### src/rtl/mem_wb_pkg.sv
// Shared definitions for the MEM/WB pipeline register and its load aligner.
// Latency: none (types, constants and pure helper functions only).
// Backpressure: not applicable.
package mem_wb_pkg;

  // Write-back source select codes; 2'b11 is legal and selects zero downstream.
  localparam logic [1:0] WB_ALU = 2'b00;
  localparam logic [1:0] WB_MEM = 2'b01;
  localparam logic [1:0] WB_PC4 = 2'b10;

  // Load width/sign codes carried in funct3.
  localparam logic [2:0] F3_LB  = 3'b000;
  localparam logic [2:0] F3_LH  = 3'b001;
  localparam logic [2:0] F3_LW  = 3'b010;
  localparam logic [2:0] F3_LBU = 3'b100;
  localparam logic [2:0] F3_LHU = 3'b101;

  function automatic logic [31:0] sext8(input logic [7:0] b);
    return {{24{b[7]}}, b};
  endfunction

  function automatic logic [31:0] sext16(input logic [15:0] h);
    return {{16{h[15]}}, h};
  endfunction

endpackage

### src/rtl/mem_wb_load_align.sv
// Load aligner: picks byte/halfword out of a 32-bit memory word and extends it.
// Latency: purely combinational.
// Backpressure: none; output follows inputs.
module load_align
  import mem_wb_pkg::*;
(
  input  logic [31:0] word,
  input  logic [2:0]  funct3,
  input  logic [1:0]  addr,
  output logic [31:0] aligned
);

  logic [7:0]  sel_byte;
  logic [15:0] sel_half;

  // Extract the addressed byte and halfword; addr[0] is irrelevant for halfwords.
  always_comb begin
    sel_byte = word[7:0];
    case (addr)
      2'd0: sel_byte = word[7:0];
      2'd1: sel_byte = word[15:8];
      2'd2: sel_byte = word[23:16];
      2'd3: sel_byte = word[31:24];
      default: sel_byte = word[7:0];
    endcase
    sel_half = addr[1] ? word[31:16] : word[15:0];
  end

  // Extend according to load width and signedness; unknown codes pass the word.
  always_comb begin
    aligned = word;
    case (funct3)
      F3_LB:   aligned = sext8(sel_byte);
      F3_LBU:  aligned = {24'b0, sel_byte};
      F3_LH:   aligned = sext16(sel_half);
      F3_LHU:  aligned = {16'b0, sel_half};
      default: aligned = word;
    endcase
  end

endmodule

### src/rtl/mem_wb_reg.sv
// MEM->WB pipeline register with load alignment and optional retire counter (MEM_WB_RETIRE_CNT_EN).
// Latency: 1 cycle from sampled inputs to outputs.
// Backpressure: enable=0 stalls (holds everything); flush inserts a bubble and wins over enable.
module mem_wb_reg
  import mem_wb_pkg::*;
#(
  parameter int size = 32,
  parameter int RD_W = 5
) (
  input  logic            CLK,
  input  logic            RST_n,
  input  logic            enable,
  input  logic            flush,
  input  logic            valid_in,
  input  logic [size-1:0] alu_result_in,
  input  logic [size-1:0] mem_rdata_in,
  input  logic [size-1:0] pc_plus4_in,
  input  logic [2:0]      funct3_in,
  input  logic [1:0]      wb_sel_in,
  input  logic            reg_write_in,
  input  logic [RD_W-1:0] rd_in,
  output logic [1:0]      wb_sel,
  output logic [size-1:0] alu_result,
  output logic [size-1:0] load_data,
  output logic [size-1:0] pc_plus4,
  output logic            reg_write,
  output logic [RD_W-1:0] rd,
  output logic            valid
`ifdef MEM_WB_RETIRE_CNT_EN
  ,
  output logic [31:0]     retired_count
`endif
);

  logic [size-1:0] aligned;
  logic            capture;

  // A real capture happens only when not flushing.
  assign capture = enable && !flush;

  load_align u_align (
    .word    (mem_rdata_in),
    .funct3  (funct3_in),
    .addr    (alu_result_in[1:0]),
    .aligned (aligned)
  );

  // Control fields: cleared by flush (bubble), loaded on capture, else held.
  always_ff @(posedge CLK or negedge RST_n) begin
    if (!RST_n) begin
      valid     <= 1'b0;
      reg_write <= 1'b0;
      wb_sel    <= 2'b00;
      rd        <= '0;
    end else if (flush) begin
      valid     <= 1'b0;
      reg_write <= 1'b0;
      wb_sel    <= 2'b00;
      rd        <= '0;
    end else if (enable) begin
      valid     <= valid_in;
      reg_write <= reg_write_in && valid_in && (rd_in != '0);
      wb_sel    <= wb_sel_in;
      rd        <= rd_in;
    end
  end

  // Data words: only loaded on capture; a flush leaves them as they were.
  always_ff @(posedge CLK or negedge RST_n) begin
    if (!RST_n) begin
      alu_result <= '0;
      load_data  <= '0;
      pc_plus4   <= '0;
    end else if (capture) begin
      alu_result <= alu_result_in;
      load_data  <= aligned;
      pc_plus4   <= pc_plus4_in;
    end
  end

`ifdef MEM_WB_RETIRE_CNT_EN
  // Count instructions entering WB; wraps naturally at 2^32.
  always_ff @(posedge CLK or negedge RST_n) begin
    if (!RST_n) begin
      retired_count <= 32'd0;
    end else if (capture && valid_in) begin
      retired_count <= retired_count + 32'd1;
    end
  end
`endif

endmodule

### config.mk
export PLATFORM = sky130hd
export DESIGN_NAME = mem_wb_reg
export DESIGN_NICKNAME = d
export VERILOG_FILES = /design/src/rtl/mem_wb_pkg.sv /design/src/rtl/mem_wb_load_align.sv /design/src/rtl/mem_wb_reg.sv
export SDC_FILE = /design/constraint.sdc
export NUM_CORES = 1
export LEC_CHECK = 0
export ABC_AREA = 1
export CAP_MARGIN = 15
export CORE_MARGIN = 4
export CORE_UTILIZATION = 35
export CTS_CLUSTER_DIAMETER = 80
export DETAILED_ROUTE_END_ITERATION = 7
export PLACE_DENSITY = 0.69
export SYNTH_ARGS = -nofsm -noshare
export SYNTH_HDL_FRONTEND = slang
export SYNTH_SLANG_ARGS = --single-unit
### constraint.sdc
create_clock -name CLK -period 2.5 [get_ports CLK]
set_clock_uncertainty 0.15 [all_clocks]
set_input_delay 0.5 -clock CLK [delete_from_list [all_inputs] [get_ports CLK]]
set_output_delay 0.5 -clock CLK [all_outputs]
set_load 0.01 [all_outputs]
### Word level (Yosys, flattened, before mapping)

Index checks and enable logic that the tools add are counted.

* register bits after elaboration: 105
* output and inout bits: 105

* equal/unequal tests: 6
* multiplexer cells: 11
* reductions and logical operators: 8

Operator list (number)
* $pmux W32 S4: 1
* $pmux W8 S4: 1
* $mux W16: 1
* $mux W5: 2
* $eq A3 B3 Y1 const B: 2
* $reduce_bool A5 Y1: 1
* $eq A2 B2 Y1 const B: 2
* $mux W1: 4
* $mux W2: 2
* $eq A3 B1 Y1 const B: 1
* $logic_and A1 B1 Y1: 3
* $logic_not A3 Y1: 1
* $eq A2 B1 Y1 const B: 1
* $logic_not A2 Y1: 1
* $reduce_bool A2 Y1: 1
* $logic_not A1 Y1: 1

### Depth between registers and ports, before layout

* depth after elaboration: 4
* gate-level depth with buffers: 10

### Hierarchy

From an unflattened synthesis, not the netlist that was laid out.

* cells, all modules: 631
* area total of the unflattened synthesis: 5087.4 sq um

Modules (own cells, without submodules)
* mem_wb_reg: area each 4164.0 sq um, sequential area each 2627.5 sq um, instances 1, cells an instance 461
* load_align: area each 923.4 sq um, sequential area each 0.0 sq um, instances 1, cells an instance 170

### Worst setup path after synthesis

OpenSTA, ideal clock, no wires.

* kind: input port to flip-flop
* start: input port alu_result_in[1]
* end: register load_data[19]
* stages: 10
* buffers on the path: 2
* slack: 0.975 ns
* library setup time: 0.113 ns
* required time: 2.237 ns
* arrival: 1.262 ns
* cell sequence: buf_6 -> inv_4 -> nand2_2 -> nand2_1 -> nand2_2 -> nand4_4 -> buf_6 -> nand3_1 -> nand2_1 -> inv_1

* cells in the longest elaborated chain, start to end: 3
* elaborated cells between the ends (all ways): 7
* classes of those cells: 3 x eq/ne; 3 x mux; 1 x reduce/logical

Ends and longest elaborated chain
* start: declaration: line mem_wb_reg.sv:15 `input logic [size-1:0] alu_result_in,`
* $eq A2 B2 Y1 (tied with other cells): line mem_wb_load_align.sv:19 `case (addr)`
* $pmux W8 S4: line mem_wb_load_align.sv:19
* $pmux W32 S4 *: line mem_wb_load_align.sv:32 `case (funct3)`
* end signal: assignment: line mem_wb_reg.sv:76 `load_data <= aligned;`
* end: declaration: line mem_wb_reg.sv:24 `output logic [size-1:0] load_data,`

Every way passes the cells marked *; elsewhere a longest branch is shown, timed or not.
A chain may end at the register's enable or synchronous reset.

### Worst setup path after layout

* start: input port alu_result_in[1]
* end: register load_data[16]

The elaborated chain is that of the path after synthesis.

==> impl_metrics.ini <==
[final_layout]
num_antenna_cells = 0
utilization_pct = 55.8
synthToLayoutAreaGrowth_pct = 56.0
final_layout_size_suffix_gt1_share_pct = 8.83
finalNetCount = 900

[timing]
setup-tns-final_ns = 0
slew_viol_final = 0
relSlewSlack_pct = 69.5
period_minus_slack_ns = 1.99
hold_violations = 0
fin_crit_sh_pct = 79.7
fmax_ghz = 0.502
rsz0062_at_grt = no
worst_slack_ns = 0.507
hold_slack_ns = 0.329
tightestPinTransition_ns = 0.457
setup_viol = 0

[floorplan]
die_height_microns = 125
placementRows = 42
core_area_sq_um = 13300
initial_core_util_pct = 35.8
die-area_sq_um = 15500
die_w_microns = 125
io_pins = 217

[global_route]
antenna_found_initial = 1
gr-total-overflow = 0
grt_pass1_vias = 4512
grt_max_degree = 62
grt_first_pass_wirelength_mm = 23.4
gr-usage-all-layers_pct = 18.5

[clock_network]
cts_buffer_depth = 2
clock-sinks = 105
post_cts_buffers = 0
clockRootBuffer = clkbuf_16
clkTransAtPathRegs_ns = 0.07
cts_made_buffers = 9
cts_max_level = 3
clk-insertion-delay-late_ns = 0.34
cts_hold_buffers = 1
cts_resized = 0
tritoncts = built

[routing]
via_count = 4313
via_per_inst = 4.45
antenna_left = 0
drt-total-wl_mm = 14.0
drc_errors = 0
drt_pre_antenna_iters = 4
drtIter0Drc = 193
wl_per_cell_microns = 14.4

[yosys]
synth-simple-area-share_pct = 30.4
synthArstFlopShare_pct = 100
muxShareOfSynthArea_pct = 0
yosys.cell_types.count = 29
syn-instance-count = 580
synth_fa_ha_area_share_pct = 0
synth_compound_area_share_pct = 6.97
ys.flop_type = dfrtp_1
ys_seq_elements = 105
yosys.cell_count.top_type = nand2_1
yosysTopAreaCell = dfrtp_1
synth_edf_count = 0
synth_top_family_by_area = simple AND/OR/NAND/NOR gates
synth_xor_area_share_pct = 0
synth.avg_cell_area_sq_um = 8.20
yosysWarningCount = 0
ys_seq_area_share_pct = 55.2
syn-cell-area_sq_um = 4760
synth_commonest_cells = nand2_1, dfrtp_1, inv_1
synth_fp_nets = 692
yosys-top-cells-area = dfrtp_1, nand2_1, inv_1
yosysTopAreaCellShare_pct = 55.2

[worst_hold_path]
worstHoldPathType = flop to flop

[run]
drv_cap = 0

[pwr]
peakVddDrop_v = 0.000429
p_leak_nw = 3.59
powerDensity_nw_per_um2 = 643

[setup_path]
crit_path_end_kind = flop
critical_path_class = primary input to flop
critical_path_arrival_ns = 2.13
required_ns = 2.64
critPathLaunchType = primary input
critPathMaxFanout = 24

[outcome]
status = finished clean

[place]
hpwlAfterDp_mm = 10.8
io_buffer_count = 216
routabilityCongestion = 0.837
pre_cts_ws_ns = 0.154
## area by class of cell
type	count	area (sq um)
inverter	44	168
clock buffer	12	256
timing repair buffer	230	2290
sequential	105	2630
multi-input combinational	398	1790
fill	1210	5870
clock inverter	4	75.1
tap	176	220
## placed cells by master (no fill, tap or decap), types with 4 or more instances in the layout
master	instances
nand2_1	281
clkdlybuf4s50_1	215
dfrtp_1	105
inv_1	41
a21oi_1	31
or2_2	17
o21ai_0	16
nand3_1	15
buf_4	12
nand3_2	11
clkbuf_16	9
o211ai_1	7
nand2_2	4
nor2_1	4
## critical path, stage by stage
cell and delay (ns):
clkdlybuf4s50_1 0.64, inv_4 0.10, nand2_2 0.08, nand2_1 0.06, nand2_2 0.08, nand4_4 0.35
nand3_1 0.19, nand2_1 0.07, inv_1 0.06
## metrics by stage
stage | std cells | power, W | cell area, sq um
2_1_floorplan | 580 | 0.00250 | 4760
3_3_place_gp | 952 | 0.00325 | 7080
3_5_place_dp | 952 | 0.00327 | 7080
4_1_cts | 969 | 0.00484 | 7420
5_1_grt | 969 | 0.00504 | 7420
6_report | 969 | 0.00477 | 7420
## kinds of logic (layout without fill, tap and decap cells)
kind of cell	after synthesis	after routing
DFF	105	105
and+or+nand+nor	339	339
AOI/OAI and AO/OA	59	59
buffers and inverters	77	290
## routing by layer
layer	track usage, %	share of wire [%]	vias up
li1	-	-	2193
met1	22.3	41	1967
met2	31.0	50	130
met3	6.69	6.7	21
met4	5.80	2.3	2
met5	0	0.093	-
## flip-flops by register name, indices dropped and copies added, names as in the netlist
| name | flops |
|---|---|
| wb_sel | 2 |
| load_data | 32 |
| reg_write | 1 |
| alu_result | 32 |
| valid | 1 |
| rd | 5 |
| pc_plus4 | 32 |
## worst paths after layout
kind / endpoint / cells after the start / from / slack, ns
max in group asynchronous: pc_plus4[21]$_DFFE_PN0P_ / 3 / RST_n / 1.18
max reg2reg: load_data[17]$_DFFE_PN0P_ / 3 / load_data[17]$_DFFE_PN0P_ / 1.46
min in group asynchronous: alu_result[20]$_DFFE_PN0P_ / 2 / RST_n / 0.36
max: load_data[16]$_DFFE_PN0P_ / 9 / alu_result_in[1] / 0.51
min reg2reg: pc_plus4[25]$_DFFE_PN0P_ / 2 / pc_plus4[25]$_DFFE_PN0P_ / 0.33
min: pc_plus4[25]$_DFFE_PN0P_ / 2 / pc_plus4[25]$_DFFE_PN0P_ / 0.33
## power breakdown
group / internal, W / switching [W] / total, W
clock: 0.000932 / 0.000609 / 0.00154
sequential: 0.00191 / 0.000121 / 0.00203
combinational: 0.000673 / 0.000523 / 0.00120
total: 0.00352 / 0.00125 / 0.00477
Note: power is estimated with default switching activity, not from simulation.
